[src/rtl/state_pkg.sv]
// Shared player types and screen geometry for player_ctl_1 and draw_player_1.
package state_pkg;
  typedef enum logic [1:0] {IDLE1 = 2'd0, RIGHT1 = 2'd1, LEFT1 = 2'd2} State1;

  localparam int H_RES     = 1024;
  localparam int SPRITE_W  = 40;
  localparam int X_MIN_DEF = 0;
  localparam int X_MAX_DEF = H_RES - SPRITE_W;
  localparam int XW        = 12;
  localparam int HOLD_SAT  = 16;

  // Signed one-bit-wider arithmetic lets underflow show up as a negative value.
  function automatic logic [XW-1:0] clamp_x(input logic signed [XW:0] v, lo, hi);
    if (v < lo)      return lo[XW-1:0];
    else if (v > hi) return hi[XW-1:0];
    else             return v[XW-1:0];
  endfunction
endpackage

[src/rtl/player_ctl_1_if.sv]
// Input front-end / draw_player_1 side of the player 1 movement controller.
interface player_ctl_1_if;
  import state_pkg::*;
  logic          btn_left;
  logic          btn_right;
  logic          vsync_in;
  logic [XW-1:0] xpos_player1;
  State1         state;
  logic          frame_tick;

  modport master (output btn_left, btn_right, vsync_in,
                  input  xpos_player1, state, frame_tick);
  modport slave  (input  btn_left, btn_right, vsync_in,
                  output xpos_player1, state, frame_tick);
endinterface

[src/rtl/player_ctl_1_sync_edge_det.sv]
// sync_edge_det: W-bit 2-FF synchronizer with a registered rising-edge pulse per bit.
module sync_edge_det #(
  parameter int W = 1
) (
  input  logic         clk,
  input  logic         rst,
  input  logic [W-1:0] d,
  output logic [W-1:0] q,
  output logic [W-1:0] rise
);
  logic [W-1:0] s1, s2, s3;

  always_ff @(posedge clk) begin
    if (rst) begin
      s1   <= '0;
      s2   <= '0;
      s3   <= '0;
      rise <= '0;
    end else begin
      s1   <= d;
      s2   <= s1;
      s3   <= s2;
      rise <= s2 & ~s3;
    end
  end

  assign q = s2;
endmodule

[src/rtl/player_ctl_1.sv]
// Player 1 movement controller: button requests -> xpos/state, updated once per frame.
// Optional PLAYER1_ACCEL_EN doubles the step after 16 consecutive same-direction ticks.
module player_ctl_1 import state_pkg::*; #(
  parameter int X_INIT      = 500,
  parameter int X_MIN       = X_MIN_DEF,
  parameter int X_MAX       = X_MAX_DEF,
  parameter int STEP        = 4,
  parameter int IDLE_FRAMES = 8
) (
  input logic           clk,
  input logic           rst,
  player_ctl_1_if.slave bus
);
  localparam int IW = $clog2(IDLE_FRAMES + 1);

  logic [1:0]    btn_s, btn_edge_unused;
  logic          vs_sync_unused, tick;
  logic          req_r, req_l;
  State1         state_q, state_d;
  logic [XW-1:0] xpos_q, xpos_d;
  logic [IW-1:0] idle_q, idle_d;
  logic signed [XW:0] x_ext, step;

  sync_edge_det #(.W(2)) u_btn (
    .clk(clk), .rst(rst), .d({bus.btn_left, bus.btn_right}),
    .q(btn_s), .rise(btn_edge_unused)
  );

  sync_edge_det #(.W(1)) u_vs (
    .clk(clk), .rst(rst), .d(bus.vsync_in),
    .q(vs_sync_unused), .rise(tick)
  );

  // Both or neither pressed is treated as no request.
  assign req_r = btn_s[0] & ~btn_s[1];
  assign req_l = btn_s[1] & ~btn_s[0];

`ifdef PLAYER1_ACCEL_EN
  logic [4:0] hold_q, hold_d, hold_nx;
  logic       same;

  always_comb begin
    same    = (req_r && state_q == RIGHT1) || (req_l && state_q == LEFT1);
    hold_nx = 5'd1;
    if (same && hold_q != '0)
      hold_nx = (hold_q == 5'(HOLD_SAT)) ? hold_q : hold_q + 5'd1;
    step = (hold_nx == 5'(HOLD_SAT)) ? (XW+1)'(2 * STEP) : (XW+1)'(STEP);
  end
`else
  assign step = (XW+1)'(STEP);
`endif

  assign x_ext = $signed({1'b0, xpos_q});

  always_comb begin
    state_d = state_q;
    xpos_d  = xpos_q;
    idle_d  = idle_q;
`ifdef PLAYER1_ACCEL_EN
    hold_d  = hold_q;
`endif
    if (tick) begin
      if (req_r || req_l) begin
        state_d = req_r ? RIGHT1 : LEFT1;
        xpos_d  = clamp_x(req_r ? x_ext + step : x_ext - step,
                          (XW+1)'(X_MIN), (XW+1)'(X_MAX));
        idle_d  = '0;
`ifdef PLAYER1_ACCEL_EN
        hold_d  = hold_nx;
`endif
      end else begin
`ifdef PLAYER1_ACCEL_EN
        hold_d = '0;
`endif
        if (state_q != IDLE1) begin
          if (idle_q == IW'(IDLE_FRAMES - 1)) begin
            state_d = IDLE1;
            idle_d  = '0;
          end else begin
            idle_d = idle_q + 1'b1;
          end
        end
      end
    end
  end

  always_ff @(posedge clk) begin
    if (rst) begin
      state_q <= IDLE1;
      xpos_q  <= XW'(X_INIT);
      idle_q  <= '0;
`ifdef PLAYER1_ACCEL_EN
      hold_q  <= '0;
`endif
    end else begin
      state_q <= state_d;
      xpos_q  <= xpos_d;
      idle_q  <= idle_d;
`ifdef PLAYER1_ACCEL_EN
      hold_q  <= hold_d;
`endif
    end
  end

  assign bus.xpos_player1 = xpos_q;
  assign bus.state        = state_q;
  assign bus.frame_tick   = tick;
endmodule
[src/flat_wrapper.sv]
// flat-port wrapper written by rule: the top's interface ports become plain ports
module player_ctl_1_flat import state_pkg::*;
#(
  parameter int X_INIT      = 500,
  parameter int X_MIN       = X_MIN_DEF,
  parameter int X_MAX       = X_MAX_DEF,
  parameter int STEP        = 4,
  parameter int IDLE_FRAMES = 8
)
  (clk, rst, bus_btn_left, bus_btn_right, bus_vsync_in, bus_xpos_player1, bus_state, bus_frame_tick);
  player_ctl_1_if bus_i ();
  input logic clk;
  input logic rst;
  input wire logic [$bits(bus_i.btn_left)-1:0] bus_btn_left;
  input wire logic [$bits(bus_i.btn_right)-1:0] bus_btn_right;
  input wire logic [$bits(bus_i.vsync_in)-1:0] bus_vsync_in;
  output wire logic [$bits(bus_i.xpos_player1)-1:0] bus_xpos_player1;
  output wire logic [$bits(bus_i.state)-1:0] bus_state;
  output wire logic [$bits(bus_i.frame_tick)-1:0] bus_frame_tick;
  assign bus_i.btn_left = bus_btn_left;
  assign bus_i.btn_right = bus_btn_right;
  assign bus_i.vsync_in = bus_vsync_in;
  assign bus_xpos_player1 = bus_i.xpos_player1;
  assign bus_state = bus_i.state;
  assign bus_frame_tick = bus_i.frame_tick;
  player_ctl_1 #(.X_INIT(X_INIT), .X_MIN(X_MIN), .X_MAX(X_MAX), .STEP(STEP), .IDLE_FRAMES(IDLE_FRAMES)) u_core (.clk(clk), .rst(rst), .bus(bus_i));
endmodule
[config.mk]
export PLATFORM = sky130hd
export DESIGN_NAME = player_ctl_1_flat
export DESIGN_NICKNAME = d
export VERILOG_FILES = /design/src/rtl/state_pkg.sv /design/src/rtl/player_ctl_1_if.sv /design/src/rtl/player_ctl_1_sync_edge_det.sv /design/src/rtl/player_ctl_1.sv /design/src/flat_wrapper.sv
export SDC_FILE = /design/constraint.sdc
export NUM_CORES = 1
export LEC_CHECK = 0
export CAP_MARGIN = 20
export CORE_ASPECT_RATIO = 1.4
export CORE_MARGIN = 2
export CORE_UTILIZATION = 38
export CTS_BUF_LIST = sky130_fd_sc_hd__clkbuf_2 sky130_fd_sc_hd__clkbuf_4 sky130_fd_sc_hd__clkbuf_8
export DETAILED_ROUTE_END_ITERATION = 6
export GPL_TIMING_DRIVEN = 0
export HOLD_SLACK_MARGIN = 0.02
export PLACE_DENSITY = 0.61
export SETUP_SLACK_MARGIN = 0.05
export SLEW_MARGIN = 25
export SYNTH_ARGS = -nofsm -noshare
export SYNTH_HDL_FRONTEND = slang
export SYNTH_SLANG_ARGS = --single-unit
[constraint.sdc]
create_clock -name clk -period 3.83 [get_ports clk]
set_clock_uncertainty 0.1 [all_clocks]
set_input_delay 0.766 -clock clk [delete_from_list [all_inputs] [get_ports clk]]
set_output_delay 0.766 -clock clk [all_outputs]
set_load 0.02 [all_outputs]
# == Word level (Yosys, flattened, before mapping) ==
# Cells that the tools add are included.
# word_totals
ram_bits,0
mem_bits_ro,0
out_inout_bits,15
register_bits,26
mem_count,0
latch_bits,0
wordCells,38
# op_classes
n_addsub,3
n_eq_ne,1
magnitude_cmp,2
shifts,0
multipliers,0
bitwise_logic,6
n_div,0
n_reduce_logical,7
n_mux,10
# op_table
op,n
12-bit two-way mux,2
12-bit by 3-bit adder with 13-bit output (second input constant),1
13-bit by 11-bit > comparator with 1-bit output (second input constant),1
13-bit by 1-bit less-than comparator with 1-bit output (second input constant),1
13-bit two-way mux,1
12-bit by 3-bit subtractor with 13-bit output (second input constant),1
4-bit two-way mux,3
2-bit two-way mux,4
2-bit nonzero test,3
4-bit by 1-bit adder with 4-bit output (second input constant),1
4-bit by 3-bit equality test with 1-bit output (second input constant),1
2-bit AND reduction,2
1-bit bitwise AND,3
1-bit inverter,3
3-bit AND reduction,1
1-bit logical OR,1

# == Depth between registers and ports, before layout ==
# depth
ltp_word,6
ltp_mapped,10
ltp_nobuf,10

# == Hierarchy ==
# A second synthesis with hierarchy kept.
# unflattened
cells_unflattened,165
area_unflattened_um2,1546.5
# by_module_without_submodules
mod,cells_per_inst,area_each_um2,instances
player_ctl_1,141,1212.4,1
sync_edge_det (u_core.u_btn),16,222.7,1
sync_edge_det (u_core.u_vs),8,111.4,1

# == Worst setup path after synthesis ==
# OpenSTA, ideal clock, no wires.
# synth_path
path_kind,register -> register
startpoint,register u_core.u_btn.s2[1] (netlist: u_core.u_btn.q[1])
endpoint,register u_core.xpos_q[2] (netlist: u_core.bus.xpos_player1[2])
required_time_ns,3.643
t_arrival_ns,2.583
period_less_slack_ns,2.770
setup_slack_ns,1.060
n_path_buf,0
setup_time_ns,0.087
stages_incl_launch_ff,11
path_cell_list,dfxtp_1 > inv_1 > ha_1 > inv_1 > ha_1 > a21o_2 > o211ai_1 > o2111ai_1 > or4_4 > a41o_1 > o31ai_1
# synth_between
elab_chain_len,6
elab_cells_between_ends,10
cone_classes,order compare (2); mux (3); bitwise (3); reduce/logical (2)
# synth_rtl
element,line,source
"start, declared",player_ctl_1_sync_edge_det.sv:11,"logic [W-1:0] s1, s2, s3;"
"start signal, assigned",player_ctl_1_sync_edge_det.sv:16,s2 <= '0;
"start signal, assigned",player_ctl_1_sync_edge_det.sv:21,s2 <= s1;
1-bit inverter,player_ctl_1.sv:35,assign req_r = btn_s[0] & ~btn_s[1];
1-bit bitwise AND,player_ctl_1.sv:35,
13-bit two-way mux,player_ctl_1.sv:65,"xpos_d = clamp_x(req_r ? x_ext + step : x_ext - step,"
13-bit by 11-bit > comparator with 1-bit output,state_pkg.sv:15,else if (v > hi) return hi[XW-1:0];
12-bit two-way mux,state_pkg.sv:15,
12-bit two-way mux,state_pkg.sv:14,if (v < lo) return lo[XW-1:0];
"end signal, assigned",player_ctl_1.sv:90,xpos_q <= XW'(X_INIT);
"end signal, assigned",player_ctl_1.sv:97,xpos_q <= xpos_d;
"end, declared",player_ctl_1.sv:20,"logic [XW-1:0] xpos_q, xpos_d;"
# Several ways; a longest one is shown, not always the timed one.
# A chain may end at the register's enable or synchronous reset.

# == Worst setup path after layout ==
# layout_path
startpoint,register u_core.u_btn.s2[1] (netlist: u_core.u_btn.q[1])
endpoint,register u_core.xpos_q[3] (netlist: u_core.bus.xpos_player1[3])
# Same word-level chain as after synthesis.

==> out/results.tsv <==
stage	metric	value	unit
synth	yosys warns	0	
sta	achievable frequency	0.312	GHz
route	via count normalized by instance count	5.36	
sta	number of endpoints failing setup at the final stage	0	
worst_setup_path	startpoint class of the critical path	register	
synth	post-synthesis cell count	160	
sta	final critical delay including setup and external delays	3.20	ns
global_routing	pin count of the biggest net entering global routing	15	
route	starting DRC count in detailed routing	35	
worst_setup_path	arrival time of data at the critical path endpoint	3.22	ns
power_and_ir_drop	Gate power share	14.8	%
outcome	outcome	finished, final reports clean	
synth	proportion of synthesized chip area in sequential cells	33.5	%
power_and_ir_drop	Switching Power	126	uW
floorplan	Starting Density	39.3	%
power_and_ir_drop	standby leakage power	0.000674	uW
hold_path	class of the tightest hold or removal check	register to register	
synth	area share of the largest cell type after synthesis	33.5	%
clocking	sinks on the clock net	24	
layout	post-route insts no fill	224	
floorplan	number of ports placed on the die boundary	20	
synth	predominant post-synthesis flop cell	sky130_fd_sc_hd__dfxtp_1	
route	final routed wire length divided by cell count	13.5	um
layout	net total in the final layout	204	
placement	detailed-placement wirelength estimate	2380	um
route	total via count after detailed routing	1200	
synth	cell area after synthesis	1430	um2
sta	Relative slew margins	65.1	%
floorplan	die extent in x	55.9	um
clocking	count of buffers added by post-CTS timing repair for setup	0	
layout	post-route design area	1730	um2
clocking	CTS tree	yes	
clocking	Worst-Skew Late Latency	0.26	ns
layout	area growth from synthesis to final layout	20.8	%
layout	count of antenna diodes in the layout	0	
floorplan	core area	3640	um2
power_and_ir_drop	PwrDens	321	nW/um2
placement	placed cell count	220	
route	overall routed net length	3010	um
synth	Synth area leader	sky130_fd_sc_hd__dfxtp_1	
clocking	clock slew at the register clock pins of the worst setup and hold paths	0.08	ns
global_routing	sum of overflow across all layers after global routing	0	
worst_setup_path	top fanout value on the critical path	13	
sta	final period utilization	83.6	%
sta	total count of hold-check failures in the final report	0	
sta	final-layout setup total negative slack	0	ns
worst_setup_path	category of the worst setup path capture point	register	
power_and_ir_drop	net switching share of the total power	22.6	%
clocking	root buffer selected by CTS	sky130_fd_sc_hd__clkbuf_8	
clocking	number of gates resized after cts	0	
layout	fraction of final layout cells with drive strength greater than 1	6.59	%
power_and_ir_drop	worst voltage drop across the vdd grid	0.251	mV
worst_setup_path	Crit path required time	3.85	ns
route	count of nets left with antenna violations after detail routing	0	
worst_setup_path	WS Path Type	register to register	
route	Initial DRT Pass Iterations	4	
clocking	number of buffers inserted during clock tree synthesis	3	
layout	Post-Route Utilization	47.5	%
floorplan	die area	4280	um2
synth	number of distinct standard cells referenced by the synthesized netlist	46	
clocking	Clock H-tree levels	1	
synth	flop and latch count out of synthesis	24	
sta	unrepaired setup endpoints after global routing	no	
synth	cell types occupying the most area after synthesis	sky130_fd_sc_hd__dfxtp_1, sky130_fd_sc_hd__ha_1, sky130_fd_sc_hd__nor2b_1	
sta	transition time of the tightest slew-check pin	0.522	ns
power_and_ir_drop	Flop pwr share	46.1	%
floorplan	die span in y	76.7	um
layout	Filler Cell Count	368	
clocking	hold-fix buffer count after cts	0	
floorplan	row count	26	
synth	mean post-synth cell area	8.95	um2
synth	Async SR Flop Fraction	0	%
clocking	maximum clock insertion buffer count	2	
global_routing	total routing usage reported by global routing	15.2	%
power_and_ir_drop	clock share of power	39.0	%
power_and_ir_drop	Internal	430	uW
placement	area after detailed placement	1660	um2
route	DRC violations left	0	
global_routing	via count of the first global-routing pass	1142	
global_routing	first-pass GRT wire length	5290	um
global_routing	initial antenna violation count	0	
sta	fin. max-slew vios	0	
job	count of max-cap constraint violations	0	
placement	gpl congestion	0.861	
placement	Port Buf Inserts	17	
synth	Post-synth EDFFs	0	
-- synthesized netlist by cell type (4+ instances only) --
cell,instances
sky130_fd_sc_hd__dfxtp_1,24
sky130_fd_sc_hd__ha_1,15
sky130_fd_sc_hd__a21oi_1,11
sky130_fd_sc_hd__nor2_1,10
sky130_fd_sc_hd__nor2b_1,10
sky130_fd_sc_hd__inv_1,9
sky130_fd_sc_hd__nand2_1,9
sky130_fd_sc_hd__o21ai_0,7
sky130_fd_sc_hd__xnor2_1,5
sky130_fd_sc_hd__xor2_1,4
-- metrics by stage --
| stage | setup slack [ns] | hold WS, ns | power [uW] |
|---|---|---|---|
| floorplan | 1.06 | 0.267 | 324 |
| global placement | 0.654 | 0.272 | 343 |
| detailed placement | 0.634 | 0.279 | 345 |
| CTS | 0.620 | 0.292 | 561 |
| global route | 0.407 | 0.322 | 584 |
| finish | 0.627 | 0.287 | 556 |
-- final timing paths --
kind | from | to | slack (ns) | cells after the start
setup / recovery | u_core.u_btn.q[1]$_SDFF_PP0_ | u_core.bus.xpos_player1[3]$_SDFFE_PP0P_ | 0.63 | 10
hold / removal | u_core.u_vs.s3$_SDFF_PP0_ | u_core.u_vs.rise$_SDFF_PP0_ | 0.29 | 1
setup reg to reg | u_core.u_btn.q[1]$_SDFF_PP0_ | u_core.bus.xpos_player1[3]$_SDFFE_PP0P_ | 0.63 | 10
hold reg to reg | u_core.u_vs.s3$_SDFF_PP0_ | u_core.u_vs.rise$_SDFF_PP0_ | 0.29 | 1
-- power by group through the flow --
stage	logic (uW)	clock network [uW]	registers, uW
floorplan	60.4	0	263
CTS	82.9	222	256
global route	91.0	235	257
global placement	81.2	0	262
finish	82.4	217	256
detailed placement	82.7	0	262
-- layout by cell type (no fill, tap or decap), types with 4 or more instances in the layout --
master / n
sky130_fd_sc_hd__nor2_1: 10
sky130_fd_sc_hd__inv_1: 9
sky130_fd_sc_hd__dfxtp_1: 24
sky130_fd_sc_hd__a21oi_1: 11
sky130_fd_sc_hd__clkdlybuf4s50_1: 17
sky130_fd_sc_hd__o21ai_0: 7
sky130_fd_sc_hd__nor2b_1: 10
sky130_fd_sc_hd__nand2_1: 9
sky130_fd_sc_hd__ha_1: 15
sky130_fd_sc_hd__xor2_1: 4
sky130_fd_sc_hd__xnor2_1: 5
-- state kept, by name (all words and copies together) (netlist names) --
register / count
u_core.idle_q: 4
u_core.u_btn.s1: 2
u_core.bus.state: 2
u_core.u_vs.s1: 1
u_core.u_vs.q: 1
u_core.u_vs.rise: 1
u_core.u_btn.q: 2
u_core.u_vs.s3: 1
u_core.bus.xpos_player1: 10
-- cell type report --
class	instances	area, um2	area share [%]
Multi-Input combinational cell	123	896	51.8
Sequential cell	24	480	27.8
Timing Repair Buffer	17	170	9.83
Tap cell	42	52.6	3.04
Clock buffer	3	41.3	2.39
Inverter	9	33.8	1.95
Clock inverter	1	30.0	1.74
Buffer	5	26.3	1.52
-- cells by family (layout without fill, tap and decap cells) --
| family | Yosys count | in the layout | synth area share, % |
|---|---|---|---|
| simple gates | 50 | 50 | 19.6 |
| flops | 24 | 24 | 33.5 |
| xor+xnor | 9 | 9 | 5.50 |
| mux | 2 | 2 | 1.40 |
| buf+inv | 14 | 35 | 4.19 |
| other cells | 1 | 2 | 0.262 |
| fa+ha+maj | 16 | 16 | 14.5 |
| compound gates | 44 | 44 | 21.0 |
-- critical path, cell delays in order (launching register included) --
cell and delay, ns:
sky130_fd_sc_hd__dfxtp_1 0.33, sky130_fd_sc_hd__inv_1 0.05, sky130_fd_sc_hd__ha_1 0.18, sky130_fd_sc_hd__inv_1 0.40, sky130_fd_sc_hd__ha_1 0.37, sky130_fd_sc_hd__a211oi_1 0.30
sky130_fd_sc_hd__o21ai_1 0.20, sky130_fd_sc_hd__and4_1 0.23, sky130_fd_sc_hd__or4_4 0.51, sky130_fd_sc_hd__a41oi_1 0.27, sky130_fd_sc_hd__a221oi_1 0.12
-- routing by layer --
layer / share of wire, % / vias up / routed length (um) / track usage [%]
met2: 51 / 17 / 1540 / 25.8
met5: 0 / - / 0 / 0
met4: 1.8 / 0 / 55 / 6.67
li1: - / 617 / - / -
met1: 45 / 562 / 1360 / 19.2
met3: 2.0 / 4 / 60 / 1.52
Note: power is estimated with default switching activity, not from simulation.
